**src/rtl/fpnew_pkg.sv**
```systemverilog
// Shared FPnew definitions used by the iterative mantissa divide/sqrt engine.
package fpnew_pkg;

    typedef enum logic [1:0] {
        FmtFp32    = 2'b00,
        FmtFp64    = 2'b01,
        FmtFp16    = 2'b10,
        FmtFp16Alt = 2'b11
    } divsqrt_fmt_e;

    typedef enum logic [1:0] {
        StIdle,
        StBusy,
        StDone
    } divsqrt_state_e;

    // Precision p including the hidden bit.
    function automatic int unsigned divsqrt_prec(divsqrt_fmt_e fmt);
        int unsigned prec;
        case (fmt)
            FmtFp32:    prec = 24;
            FmtFp64:    prec = 53;
            FmtFp16:    prec = 11;
            FmtFp16Alt: prec = 8;
            default:    prec = 53;
        endcase
        return prec;
    endfunction

    // p result bits plus one guard and one round bit.
    function automatic int unsigned divsqrt_iters(divsqrt_fmt_e fmt);
        return divsqrt_prec(fmt) + 2;
    endfunction

endpackage

```
**src/rtl/fpnew_divsqrt_rec_step.sv**
```systemverilog
// One restoring recurrence step shared by division and square root:
// compare, conditionally subtract, then shift the remainder left by one.
module fpnew_divsqrt_rec_step #(
    parameter int unsigned RemWidth = 56
) (
    input  logic [RemWidth-1:0] i_rem,
    input  logic [RemWidth-1:0] i_divisor,
    input  logic [RemWidth-1:0] i_root,
    input  logic [RemWidth-1:0] i_root_lsb,
    input  logic                i_is_sqrt,
    output logic [RemWidth-1:0] o_rem,
    output logic                o_bit
);

    logic [RemWidth-1:0] w_trial;
    logic [RemWidth-1:0] w_diff;

    always_comb begin
        // Sqrt trial term is 2*Q + 2^-i; the new bit never overlaps the bits of 2*Q.
        w_trial = i_is_sqrt ? (i_root | i_root_lsb) : i_divisor;
        o_bit   = (i_rem >= w_trial);
        w_diff  = o_bit ? (i_rem - w_trial) : i_rem;
        o_rem   = {w_diff[RemWidth-2:0], 1'b0};
    end

endmodule

```
**src/rtl/fpnew_divsqrt_mant_iter.sv**
```systemverilog
// Iterative radix-2 mantissa divide/square-root engine, one result bit per cycle,
// answering the start/ready/done/kill handshake of the FPnew divsqrt wrapper.
module fpnew_divsqrt_mant_iter
    import fpnew_pkg::*;
#(
    parameter  int unsigned MantWidth = 53,
    localparam int unsigned QuotWidth = MantWidth + 2
) (
    input  logic                 clk_i,
    input  logic                 rst_i,
    input  logic                 div_start_i,
    input  logic                 sqrt_start_i,
    input  logic                 kill_i,
    input  logic [1:0]           fmt_i,
    input  logic [MantWidth-1:0] op_a_i,
    input  logic [MantWidth-1:0] op_b_i,
    input  logic                 sqrt_odd_i,
    output logic                 ready_o,
    output logic                 done_o,
    output logic [QuotWidth-1:0] quot_o,
    output logic                 sticky_o
);

    localparam int unsigned RemWidth = MantWidth + 3;
    localparam int unsigned CntWidth = $clog2(QuotWidth + 1);
    localparam logic [CntWidth-1:0] MantPos = CntWidth'(MantWidth);
    localparam logic [CntWidth-1:0] QuotTop = CntWidth'(QuotWidth - 1);

    divsqrt_state_e      r_state;
    divsqrt_state_e      w_state_next;
    logic [CntWidth-1:0] r_cnt;
    logic [CntWidth-1:0] r_iters;
    logic                r_is_sqrt;
    logic [RemWidth-1:0] r_rem;
    logic [RemWidth-1:0] r_div;
    logic [QuotWidth-1:0] r_quot;
    logic [QuotWidth-1:0] r_res;
    logic                r_sticky;

    logic                w_ready;
    logic                w_done;
    logic                w_start;
    logic                w_accept;
    logic                w_busy_step;
    logic                w_last_step;
    logic [CntWidth-1:0] w_lsb_sh;
    logic [CntWidth-1:0] w_quot_sh;
    logic [RemWidth-1:0] w_root_lsb;
    logic [RemWidth-1:0] w_rem_next;
    logic                w_bit;
    logic [QuotWidth-1:0] w_quot_next;

    assign w_start     = div_start_i | sqrt_start_i;
    assign w_accept    = w_ready & w_start & ~kill_i;
    assign w_busy_step = (r_state == StBusy) & ~kill_i;
    assign w_last_step = (r_state == StBusy) && (r_cnt == r_iters - CntWidth'(1));

    always_comb begin
        w_state_next = r_state;
        w_ready      = 1'b0;
        w_done       = 1'b0;
        unique case (r_state)
            StIdle: begin
                w_ready = 1'b1;
                if (w_start) w_state_next = StBusy;
            end
            StBusy: begin
                if (w_last_step) w_state_next = StDone;
            end
            StDone: begin
                w_ready      = 1'b1;
                w_done       = 1'b1;
                w_state_next = w_start ? StBusy : StIdle;
            end
            default: w_state_next = StIdle;
        endcase
        if (kill_i) w_state_next = StIdle;
    end

    always_ff @(posedge clk_i or posedge rst_i) begin
        if (rst_i) r_state <= StIdle;
        else       r_state <= w_state_next;
    end

    // Remainder units are 2^-MantWidth, so the sqrt term 2^-i sits at bit MantWidth-i.
    // Past that range it rounds up to one LSB, which leaves bit and sticky unchanged.
    always_comb begin
        w_lsb_sh    = (r_cnt <= MantPos) ? (MantPos - r_cnt) : '0;
        w_quot_sh   = QuotTop - r_cnt;
        w_root_lsb  = {{(RemWidth-1){1'b0}}, 1'b1} << w_lsb_sh;
        w_quot_next = r_quot | ({{(QuotWidth-1){1'b0}}, w_bit} << w_quot_sh);
    end

    // r_quot read as 2^-MantWidth units equals twice the partial root.
    fpnew_divsqrt_rec_step #(
        .RemWidth (RemWidth)
    ) u_rec_step (
        .i_rem      (r_rem),
        .i_divisor  (r_div),
        .i_root     ({1'b0, r_quot}),
        .i_root_lsb (w_root_lsb),
        .i_is_sqrt  (r_is_sqrt),
        .o_rem      (w_rem_next),
        .o_bit      (w_bit)
    );

    always_ff @(posedge clk_i or posedge rst_i) begin
        if (rst_i) begin
            r_cnt     <= '0;
            r_iters   <= '0;
            r_is_sqrt <= 1'b0;
            r_rem     <= '0;
            r_div     <= '0;
            r_quot    <= '0;
            r_res     <= '0;
            r_sticky  <= 1'b0;
        end else if (w_accept) begin
            r_cnt     <= '0;
            r_iters   <= CntWidth'(divsqrt_iters(divsqrt_fmt_e'(fmt_i)));
            r_is_sqrt <= ~div_start_i;
            r_div     <= {2'b00, op_b_i, 1'b0};
            r_quot    <= '0;
            if (~div_start_i && sqrt_odd_i) r_rem <= {1'b0, op_a_i, 2'b00};
            else                            r_rem <= {2'b00, op_a_i, 1'b0};
        end else if (w_busy_step) begin
            r_cnt  <= r_cnt + CntWidth'(1);
            r_rem  <= w_rem_next;
            r_quot <= w_quot_next;
            // Result registers change only on completion so a kill leaves them intact.
            if (w_last_step) begin
                r_res    <= w_quot_next;
                r_sticky <= |w_rem_next;
            end
        end
    end

    assign ready_o  = w_ready;
    assign done_o   = w_done;
    assign quot_o   = r_res;
    assign sticky_o = r_sticky;

endmodule

```
**config.mk**
```make
export PLATFORM = sky130hd
export DESIGN_NAME = fpnew_divsqrt_mant_iter
export DESIGN_NICKNAME = d
export VERILOG_FILES = /design/src/rtl/fpnew_pkg.sv /design/src/rtl/fpnew_divsqrt_rec_step.sv /design/src/rtl/fpnew_divsqrt_mant_iter.sv
export SDC_FILE = /design/constraint.sdc
export NUM_CORES = 1
export LEC_CHECK = 0
export CORE_MARGIN = 2
export CORE_UTILIZATION = 55
export DETAILED_ROUTE_END_ITERATION = 7
export GPL_TIMING_DRIVEN = 0
export PLACE_DENSITY = 0.78
export SYNTH_ARGS = -nofsm -noshare
export SYNTH_HDL_FRONTEND = slang
export SYNTH_HIERARCHICAL = 1
export SYNTH_SLANG_ARGS = --single-unit
```
**constraint.sdc**
```tcl
create_clock -name clk_i -period 19 [get_ports clk_i]
set_input_delay 5.7 -clock clk_i [delete_from_list [all_inputs] [get_ports clk_i]]
set_output_delay 5.7 -clock clk_i [all_outputs]
set_load 0.02 [all_outputs]
```
==> results of run 1 <==
-- final timing paths --
kind | to | slack [ns] | cells after the start | startpoint
max | r_rem[47]$_DFFE_PP0P_ | 10.76 | 6 | kill_i
min | r_div[11]$_DFFE_PP0P_ | 0.47 | 2 | r_div[11]$_DFFE_PP0P_
max reg2reg | sticky_o$_DFFE_PP0P_ | 11.24 | 24 | r_cnt[1]$_DFFE_PP0P_
min reg2reg | r_div[11]$_DFFE_PP0P_ | 0.47 | 2 | r_div[11]$_DFFE_PP0P_
max in group asynchronous | r_rem[39]$_DFFE_PP0P_ | 12.24 | 3 | rst_i
min in group asynchronous | quot_o[10]$_DFFE_PP0P_ | 5.70 | 2 | rst_i
-- power breakdown --
| part | leakage, nW | internal, W | total, W | switching [W] |
|---|---|---|---|---|
| registers | 2.93 | 0.000628 | 0.000727 | 0.0000991 |
| clock network | 0.415 | 0.000305 | 0.000519 | 0.000215 |
| logic | 5.38 | 0.000732 | 0.00193 | 0.00120 |
-- metal layers --
layer	up-vias	global-route usage, %	share of wire, %
met1	7463	47.1	41
met5	-	0	0
met2	735	59.8	47
met3	163	4.44	6.6
li1	7265	-	-
met4	0	17.1	5.3
-- cell type report --
type / instances / share of cell area (%)
multi-input combinational: 1509 / 48.6
timing repair buffer: 172 / 9.11
antenna: 1 / 0.0131
sequential: 234 / 30.7
buffer: 127 / 3.37
clock inverter: 5 / 0.485
inverter: 59 / 1.20
tap: 384 / 2.52
clock buffer: 41 / 4.03
-- cells in the final DEF (no fill, tap or decap), types with 5 or more instances in the layout --
cell type | Yosys | routed
clkbuf_1 | 73 | 83
or3_1 | 7 | 7
nor3_1 | 26 | 26
ha_1 | 66 | 66
nor2b_1 | 6 | 6
buf_6 | 5 | 5
a41o_1 | 21 | 21
o21bai_1 | 14 | 14
buf_2 | 26 | 26
nand4_1 | 16 | 16
clkdlybuf4s50_1 | 0 | 171
o21ai_0 | 147 | 147
o31ai_1 | 5 | 5
buf_4 | 8 | 8
o21a_1 | 8 | 8
a21oi_1 | 113 | 113
and2_1 | 7 | 7
inv_1 | 59 | 58
a21boi_0 | 5 | 5
mux2i_1 | 92 | 92
xor2_1 | 22 | 22
a22oi_1 | 53 | 53
nand2b_1 | 7 | 7
a21o_1 | 36 | 36
xnor2_1 | 41 | 41
dfrtp_1 | 234 | 234
buf_1 | 10 | 10
a211oi_1 | 5 | 5
conb_1 | 2 | 5
nand2_1 | 298 | 298
nor2_1 | 257 | 257
mux2_2 | 35 | 35
and3_1 | 14 | 14
nand3_1 | 20 | 20
clkbuf_16 | 0 | 27
nor4_1 | 18 | 18
a31oi_1 | 87 | 87
-- per-stage QoR --
stage	setup WS, ns	instance area [µm²]	power (W)	util [%]	hold WS, ns
2_1_floorplan	6.88	16000	0.00206	-	0.440
3_3_place_gp	4.08	18200	0.00259	63.5	0.454
3_5_place_dp	10.32	18200	0.00261	63.7	0.457
4_1_cts	10.90	19100	0.00314	66.7	0.471
5_1_grt	10.66	19100	0.00340	66.7	0.493
6_report	10.76	19100	0.00318	66.7	0.468
-- state kept, by name (all words and copies together) (netlist names) --
| register | flops |
|---|---|
| quot_o | 55 |
| r_cnt | 6 |
| r_div | 53 |
| r_is_sqrt | 1 |
| r_iters | 5 |
| r_quot | 55 |
| r_rem | 56 |
| r_state | 2 |
| sticky_o | 1 |
-- cells by family (layout without fill, tap and decap cells) --
group,Yosys count,after routing,share of synthesized area (%)
AND/OR/NAND/NOR,702,702,19.0
AO/OA/AOI/OAI,541,541,21.5
flip-flops,234,234,36.6
buffers and inverters,186,404,5.41
multiplexers,127,127,8.23
adder cells (fa/ha/maj),67,67,5.29
XOR/XNOR,67,67,3.93
other,2,6,0.0470
-- tightest hold or removal path: stages (launching register included) --
cell and delay (ns):
dfrtp_1 0.33, nand2_1 0.05, nand2_1 0.05
==> impl_metrics.tcl, run 1 <==
set metrics [dict create \
    nets 2311 \
    netlist_top_cells_area "dfrtp_1 (37%), nand2_1 (7.0%), nor2_1 (6.0%)" \
    min_path_type "flop to flop" \
    track_usage_pct 36.1 \
    drt-pass1-iter-count 6 \
    vias 15600 \
    clock_latency_ns 0.57 \
    cts_tree "built" \
    final.fill_count 2393 \
    status "completed" \
    period_minus_slack_ns 8.24 \
    ys_seq_elements 234 \
    p_leak_nw 8.73 \
    viasPerCell 6.17 \
    clk_pin_slew_worst_paths_ns 0.05 \
    tightest_slew_ns 1.28 \
    hold_viol 0 \
    fp-row-count 62 \
    seqCellArea_um2 5860 \
    crit_family "buffers and inverters" \
    antenna_found_initial 0 \
    ios 172 \
    cts-htree-levels 1 \
    post_cts_resized 0 \
    cts_setup_buffers 0 \
    period_share_pct 43.4 \
    worstSetupPathType "input pin to flop" \
    cts_buffer_depth 3 \
    clockRootBuffer "clkbuf_16" \
    cp-end-kind "flop" \
    netlist_area_um2 16000 \
    coreArea_um2 28600 \
    slew_violations 0 \
    ctsHoldBuffers 0 \
    wire_per_inst_um 21.8 \
    drc 0 \
    synth_edf_count 0 \
    required_ns 19.47 \
    cp.arrival_ns 8.72 \
    dpl.hpwl_um 43100 \
    wl_um 55300 \
    async_reset_ff_share_pct 100 \
    initial_utilization_pct 55.8 \
    cts_buffers 27 \
    rsz0062_at_grt "no" \
    max_cap_violations 0 \
    syn_area_per_cell_um2 8.30 \
    synth_top_area_share_pct 36.6 \
    final_cells 2532 \
    synth.most_common_cell "nand2_1" \
    netlist_top_cells_count "nand2_1 (298), nor2_1 (257), dfrtp_1 (234)" \
    worstPathMaxFanout 11 \
    ys_types 79 \
    fmax_ghz 0.121 \
    ys_warn_count 6 \
    die-height_um 174 \
    io_buffers 171 \
    grt_max_degree 123 \
    crit_buf_inv 3 \
    drive_gt1_share_pct 6.47 \
    synthFlopType "dfrtp_1" \
    drtAntennaViolNets 0 \
    grt_pass1_wl_um 85800 \
    critPathSlowestCell "clkbuf_1" \
    cp_common_cell "clkbuf_1" \
    first_global_vias 15400 \
    setup_viol 0 \
    die_w_um 174 \
    syn2layout_area_growth_pct 19.4 \
    gr-total-overflow 0 \
    slew_headroom_pct 13.8 \
    yosysSeqAreaShare_pct 36.6 \
    worstPathCellList "clkdlybuf4s50_1 -> nor3b_1 -> clkbuf_1 -> clkbuf_1 -> a22oi_1 -> o21ai_0" \
    cp-start-kind "input pin" \
    cts.sinks 234 \
    drt-initial-drc-count 1569 \
    multi_input_area_um2 9270 \
    postSynthCellCount 1926 \
    critPathMaxStageDelay_ns 0.87 \
    routabilityCongestion 0.990 \
    dp.cells 2485 \
    yosys.area.top_type "dfrtp_1" \
    skew_ns 0.0170 \
    dieArea_um2 30400 \
    power_density_nw_per_um2 166 \
    ir_worst_vdd_mv 0.102 \
    final.setup.tns_ns 0 \
]
(Power assumes the default switching activity.)
==> run 2: changes to the inputs <==
--- a/config.mk
+++ b/config.mk
@@ -6,10 +6,10 @@
 export NUM_CORES = 1
 export LEC_CHECK = 0
 export CORE_MARGIN = 2
-export CORE_UTILIZATION = 55
+export CORE_UTILIZATION = 52
 export DETAILED_ROUTE_END_ITERATION = 7
 export GPL_TIMING_DRIVEN = 0
-export PLACE_DENSITY = 0.78
+export PLACE_DENSITY = 0.77
 export SYNTH_ARGS = -nofsm -noshare
 export SYNTH_HDL_FRONTEND = slang
 export SYNTH_HIERARCHICAL = 1
==> constraint.sdc (replaced) <==
create_clock -name clk_i -period 7.3 [get_ports clk_i]
set_input_delay 2.19 -clock clk_i [delete_from_list [all_inputs] [get_ports clk_i]]
set_output_delay 2.19 -clock clk_i [all_outputs]
set_load 0.02 [all_outputs]
==> run 2 against run 1 <==
Clock skew increased by 0.0041 ns. Sequential share of layout area decreased by 0.18 points. Cell count increased by 0.63%. Utilization decreased by 3.6 points. Critical endpoint is now r_quot[24]$_DFFE_PP0P_. Highest routed layer unchanged.
==> impl_metrics.tcl, run 2 (synthesis gave the netlist of run 1 again) <==
set metrics [dict create \
    final.fill_count 2701 \
    largest_register "r_rem" \
    nets 2315 \
    max_cap_violations 0 \
    largest_reg_flops 56 \
    grt_pass1_wl_um 84400 \
    clockRootBuffer "clkbuf_16" \
    seqCellArea_um2 5860 \
    fmax_ghz 0.142 \
    skew_ns 0.0211 \
    io_buffers 171 \
    drt-pass1-iter-count 5 \
    clock_latency_ns 0.57 \
    min_path_type "flop to flop" \
    dpl.hpwl_um 43600 \
    antenna_found_initial 0 \
    die_w_um 179 \
    critPathSlowestCell "nor3_1" \
    cts_buffers 26 \
    cp_common_cell "nand2_1" \
    cp-end-kind "flop" \
    ir_worst_vdd_mv 0.217 \
    die-height_um 179 \
    drive_gt1_share_pct 7.11 \
    fp-row-count 64 \
    period_minus_slack_ns 7.03 \
    num_antenna_cells 0 \
    drt-initial-drc-count 1662 \
    first_global_vias 15300 \
    wire_per_inst_um 21.9 \
    cts_buffer_depth 3 \
    period_share_pct 96.4 \
    syn2layout_area_growth_pct 20.1 \
    routabilityCongestion 1.01 \
    drtAntennaViolNets 0 \
    clk_pin_slew_worst_paths_ns 0.06 \
    coreArea_um2 30400 \
    power_density_nw_per_um2 431 \
    cp.arrival_ns 7.53 \
    cts_setup_buffers 0 \
    wl_um 55700 \
    setup_viol 0 \
    cp-start-kind "flop" \
    finalWorstSetupSlack_ns 0.266 \
    hold_viol 0 \
    worstSetupPathType "flop to flop" \
    gr-total-overflow 0 \
    layout_commonest_cell "nand2_1" \
    multi_input_area_um2 9310 \
    required_ns 7.80 \
    vias 15600 \
    status "completed" \
    cts-htree-levels 1 \
    mostFrequentLayoutCells "nand2_1 (298), nor2_1 (256), dfrtp_1 (234)" \
    drc 0 \
    cts_tree "built" \
    finalInstanceArea_um2 19200 \
    grt_max_degree 42 \
    p_leak_nw 8.78 \
    ios 172 \
    cts.sinks 234 \
    dp_slack_ns -0.229 \
    slew_violations 0 \
    dieArea_um2 32200 \
    slew_headroom_pct 20.6 \
    initial_utilization_pct 52.5 \
    post_dp_cell_area_um2 18300 \
    tightest_slew_ns 1.18 \
    track_usage_pct 34.2 \
    worstPathMaxFanout 11 \
    viasPerCell 6.14 \
    critPathMaxStageDelay_ns 0.95 \
]
run 2: path summary, 6_finish.rpt:
check,from,end,slack [ns],depth (start not counted)
worst max-delay path,r_cnt[1]$_DFFE_PP0P_,r_quot[24]$_DFFE_PP0P_,0.27,26
worst min-delay path,r_div[19]$_DFFE_PP0P_,r_div[19]$_DFFE_PP0P_,0.47,2
worst max register to register,r_cnt[1]$_DFFE_PP0P_,r_quot[24]$_DFFE_PP0P_,0.27,26
worst min register to register,r_div[19]$_DFFE_PP0P_,r_div[19]$_DFFE_PP0P_,0.47,2
max in group asynchronous,rst_i,r_rem[41]$_DFFE_PP0P_,4.14,5
min in group asynchronous,rst_i,quot_o[9]$_DFFE_PP0P_,2.06,2
run 2: per-layer routing:
layer,vias up,track usage (%),part of all wire (%)
met3,143,3.58,6.3
met1,7528,44.3,41
li1,7275,-,-
met4,0,14.3,4.6
met5,-,0,0
met2,690,58.4,48
run 2: stage by stage:
step                      hold WS [ns]  TNS [ns]  total power [W]  util [%]  instances
after floorplan                  0.440         0          0.00537         -       1929
after global placement           0.453    -0.176          0.00671      59.8       2496
after detailed placement         0.457    -0.515          0.00679      60.2       2502
after CTS                        0.471         0          0.00814      63.0       2548
after global routing             0.490   -0.0160          0.00879      63.1       2548
final                            0.470         0          0.00828      63.1       2548
run 2: power by group:
group          switching, W  internal (W)  total [W]
Combinational       0.00314       0.00193    0.00507
Clock              0.000568      0.000734    0.00130
Sequential         0.000268       0.00164    0.00190
run 2: area by class of cell:
cell class              instances  share of cell area (%)
plain buffers                 127                    3.41
clock buffers                  38                    3.83
clock inverters                 8                   0.469
inverters                      59                    1.17
multi-input cells            1509                    48.5
flip-flops and latches        234                    30.5
well taps                     396                    2.58
repair buffers                177                    9.54
run 2: critical path, delay by kind of cell (launching register included):
kind            cells  cell delay, ns
fa+ha+maj           2            0.38
compound gates      8            2.42
simple gates       11            2.48
flops               1            0.45
buf+inv             5            1.24
run 2: what timing repair did:
item                       in CTS  in global routing
pin swaps                       0                  0
gates resized for setup         5                 11
hold buffers                    0                  0
hold endpoints to repair        0                  0
setup endpoints to repair      12                105
==> run 3: changes to the inputs <==
--- a/config.mk
+++ b/config.mk
@@ -6,10 +6,13 @@
 export NUM_CORES = 1
 export LEC_CHECK = 0
 export CORE_MARGIN = 2
-export CORE_UTILIZATION = 52
+export CORE_UTILIZATION = 54
+export CTS_BUF_LIST = sky130_fd_sc_hd__clkbuf_8
+export CTS_CLUSTER_SIZE = 20
 export DETAILED_ROUTE_END_ITERATION = 7
+export GPL_ROUTABILITY_DRIVEN = 1
 export GPL_TIMING_DRIVEN = 0
-export PLACE_DENSITY = 0.77
+export PLACE_DENSITY = 0.8
 export SYNTH_ARGS = -nofsm -noshare
 export SYNTH_HDL_FRONTEND = slang
 export SYNTH_HIERARCHICAL = 1
==> run 3 against run 2 <==
Power increased by 0.28%. Utilization grew 3.4 points. Sequential cell count stayed put. Cell area up 0.16%. Global-route usage is 1.5 points higher. Sequential power about the same. Critical path type unchanged. Largest cell class unchanged. Highest routed layer unchanged.
==> impl_metrics.tcl, run 3 (synthesis gave the netlist of run 1 again) <==
set metrics [dict create \
    share_seq_of_total_power_pct 22.9 \
    drive_gt1_share_pct 8.33 \
    hold_slack_ns 0.469 \
    clockRootBuffer "clkbuf_8" \
    layout_commonest_cell "nand2_1" \
    cp.arrival_ns 7.62 \
    fp-row-count 62 \
    clk_pin_slew_worst_paths_ns 0.07 \
    syn2layout_area_growth_pct 20.3 \
    crit_buf_inv 6 \
    first_global_vias 15600 \
    p_leak_nw 8.83 \
    nets 2328 \
    hold_viol 0 \
    drt-pass1-iter-count 5 \
    drt-met1-wl_um 22600 \
    largest_register "r_rem" \
    dieArea_um2 31000 \
    viasPerCell 6.19 \
    period_share_pct 97.6 \
    clkPwrFrac_pct 15.6 \
    grt_pass1_wl_um 86200 \
    initial_utilization_pct 55.2 \
    slew_violations 0 \
    status "completed" \
    final_cells 2558 \
    power_w 0.00830 \
    mostFrequentLayoutCells "nand2_1 (298), nor2_1 (257), dfrtp_1 (234)" \
    period_minus_slack_ns 7.13 \
    worstPathCellList "clkbuf_2 -> inv_1 -> ha_1 -> nand2_1 -> or3_1 -> nor2_1 -> nor2_1 -> nand2_1 -> o21ai_0 -> ha_1 -> clkbuf_1 -> nand2_1 -> or4_1 -> or3_1 -> o211a_1 -> a21oi_4 -> clkbuf_4 -> clkbuf_4 -> nand2_1 -> nor2_1 -> clkbuf_2 -> and2_1 -> a31oi_1 -> mux2i_1" \
    critPathMaxStageDelay_ns 0.65 \
    grt_max_degree 44 \
    drc 0 \
    ctsHoldBuffers 0 \
    clock_latency_ns 0.58 \
    wire_per_inst_um 21.8 \
    cts.sinks 234 \
    dpl.hpwl_um 43700 \
    fmax_ghz 0.140 \
    ir_worst_vdd_mv 0.221 \
    cts_tree "built" \
    ios 172 \
    power.net_switching_w 0.00402 \
    seqCellArea_um2 5860 \
    cts_buffer_depth 3 \
    coreArea_um2 28900 \
    die_w_um 176 \
    drt-initial-drc-count 1431 \
    worstPathMaxFanout 11 \
    multi_input_area_um2 9350 \
    cp-end-kind "flop" \
    dp.cells 2489 \
    max_cap_violations 0 \
    required_ns 7.79 \
    top_layer "met4" \
    antenna_found_initial 1 \
    skew_ns 0.0292 \
    track_usage_pct 35.8 \
    gr-total-overflow 0 \
    p_comb_share_pct 61.4 \
    tightest_slew_ns 1.19 \
    num_antenna_cells 0 \
    drtAntennaViolNets 0 \
    cp-start-kind "flop" \
    intPower_w 0.00428 \
    cts_buffers 40 \
    routabilityCongestion 1.00 \
    min_path_type "flop to flop" \
    finalInstanceArea_um2 19200 \
    slew_headroom_pct 20.8 \
    largest_reg_flops 56 \
    worstSetupPathType "flop to flop" \
    vias 15800 \
    wl_um 55700 \
    switching_share_pct 48.4 \
    setup_viol 0 \
    r2r_slack_ns 0.17 \
    crit_family "simple AND/OR/NAND/NOR gates" \
    critPathSlowestCell "or4_1" \
    dr_wl_met2_um 26100 \
    power_density_nw_per_um2 432 \
    io_buffers 171 \
    cts-htree-levels 2 \
    dr_wl_met3_um 4160 \
    cp_common_cell "nand2_1" \
    post_dp_cell_area_um2 18300 \
    die-height_um 176 \
    final.fill_count 2408 \
]
-- run 3: cell count changes in the layout (fill, tap and decap cells not counted), moves of 2 or more --
cell,delta
a31oi_1,-3
a31oi_2,+3
a41oi_1,-2
a41oi_2,+2
bufinv_16,+2
clkbuf_1,-8
clkbuf_16,-26
clkbuf_8,+45
inv_1,+10
nor4_2,+2
-- run 3: metal layers --
| layer | GRT usage [%] | up-vias |
|---|---|---|
| met5 | 0 | - |
| met4 | 18.4 | 0 |
| met3 | 5.36 | 166 |
| met2 | 58.8 | 771 |
| met1 | 45.9 | 7593 |
| li1 | - | 7302 |
-- run 3: metrics by stage --
stage               TNS [ns]  utilization [%]  worst slack, ns
CTS                        0             66.2           0.0170
finish                     0             66.5            0.173
global route        -0.00560             66.5         -0.00560
floorplan                  0                -             1.89
detailed placement     -3.44             63.2           -0.291
global placement       -1.76             62.9           -0.274
-- run 3: what timing repair did --
item,4_1_cts,5_1_grt
gates resized for setup,6,14
setup endpoints to repair,30,105
cloned,0,0
setup buffers,0,0
-- run 3: final timing paths --
kind,start,end,cells past startpoint
max,r_cnt[1]$_DFFE_PP0P_,quot_o[51]$_DFFE_PP0P_,24
max in group asynchronous,rst_i,r_rem[43]$_DFFE_PP0P_,4
max reg2reg,r_cnt[1]$_DFFE_PP0P_,quot_o[51]$_DFFE_PP0P_,24
min reg2reg,r_div[27]$_DFFE_PP0P_,r_div[27]$_DFFE_PP0P_,2
min in group asynchronous,rst_i,quot_o[11]$_DFFE_PP0P_,2
min,r_div[27]$_DFFE_PP0P_,r_div[27]$_DFFE_PP0P_,2
-- run 3: power groups by stage --
| stage | sequential (W) | clock, W | combinational [W] |
|---|---|---|---|
| finish | 0.00190 | 0.00130 | 0.00510 |
| global placement | 0.00191 | 0 | 0.00483 |
| floorplan | 0.00195 | 0 | 0.00342 |
| detailed placement | 0.00191 | 0 | 0.00491 |
| CTS | 0.00190 | 0.00131 | 0.00495 |
| global route | 0.00194 | 0.00137 | 0.00554 |
-- run 3: area by class of cell --
class / count / area share, %
multi-input combinational: 1509 / 48.6
sequential: 234 / 30.4
timing repair buffer: 176 / 9.42
clock buffer: 49 / 3.51
buffer: 127 / 3.39
tap: 384 / 2.50
inverter: 59 / 1.17
clock inverter: 20 / 0.924
-- run 3: worst min-delay path, stage by stage, from the launching register on --
cell     delay, ns
dfrtp_1       0.33
nand2_1       0.05
nand2_1       0.06
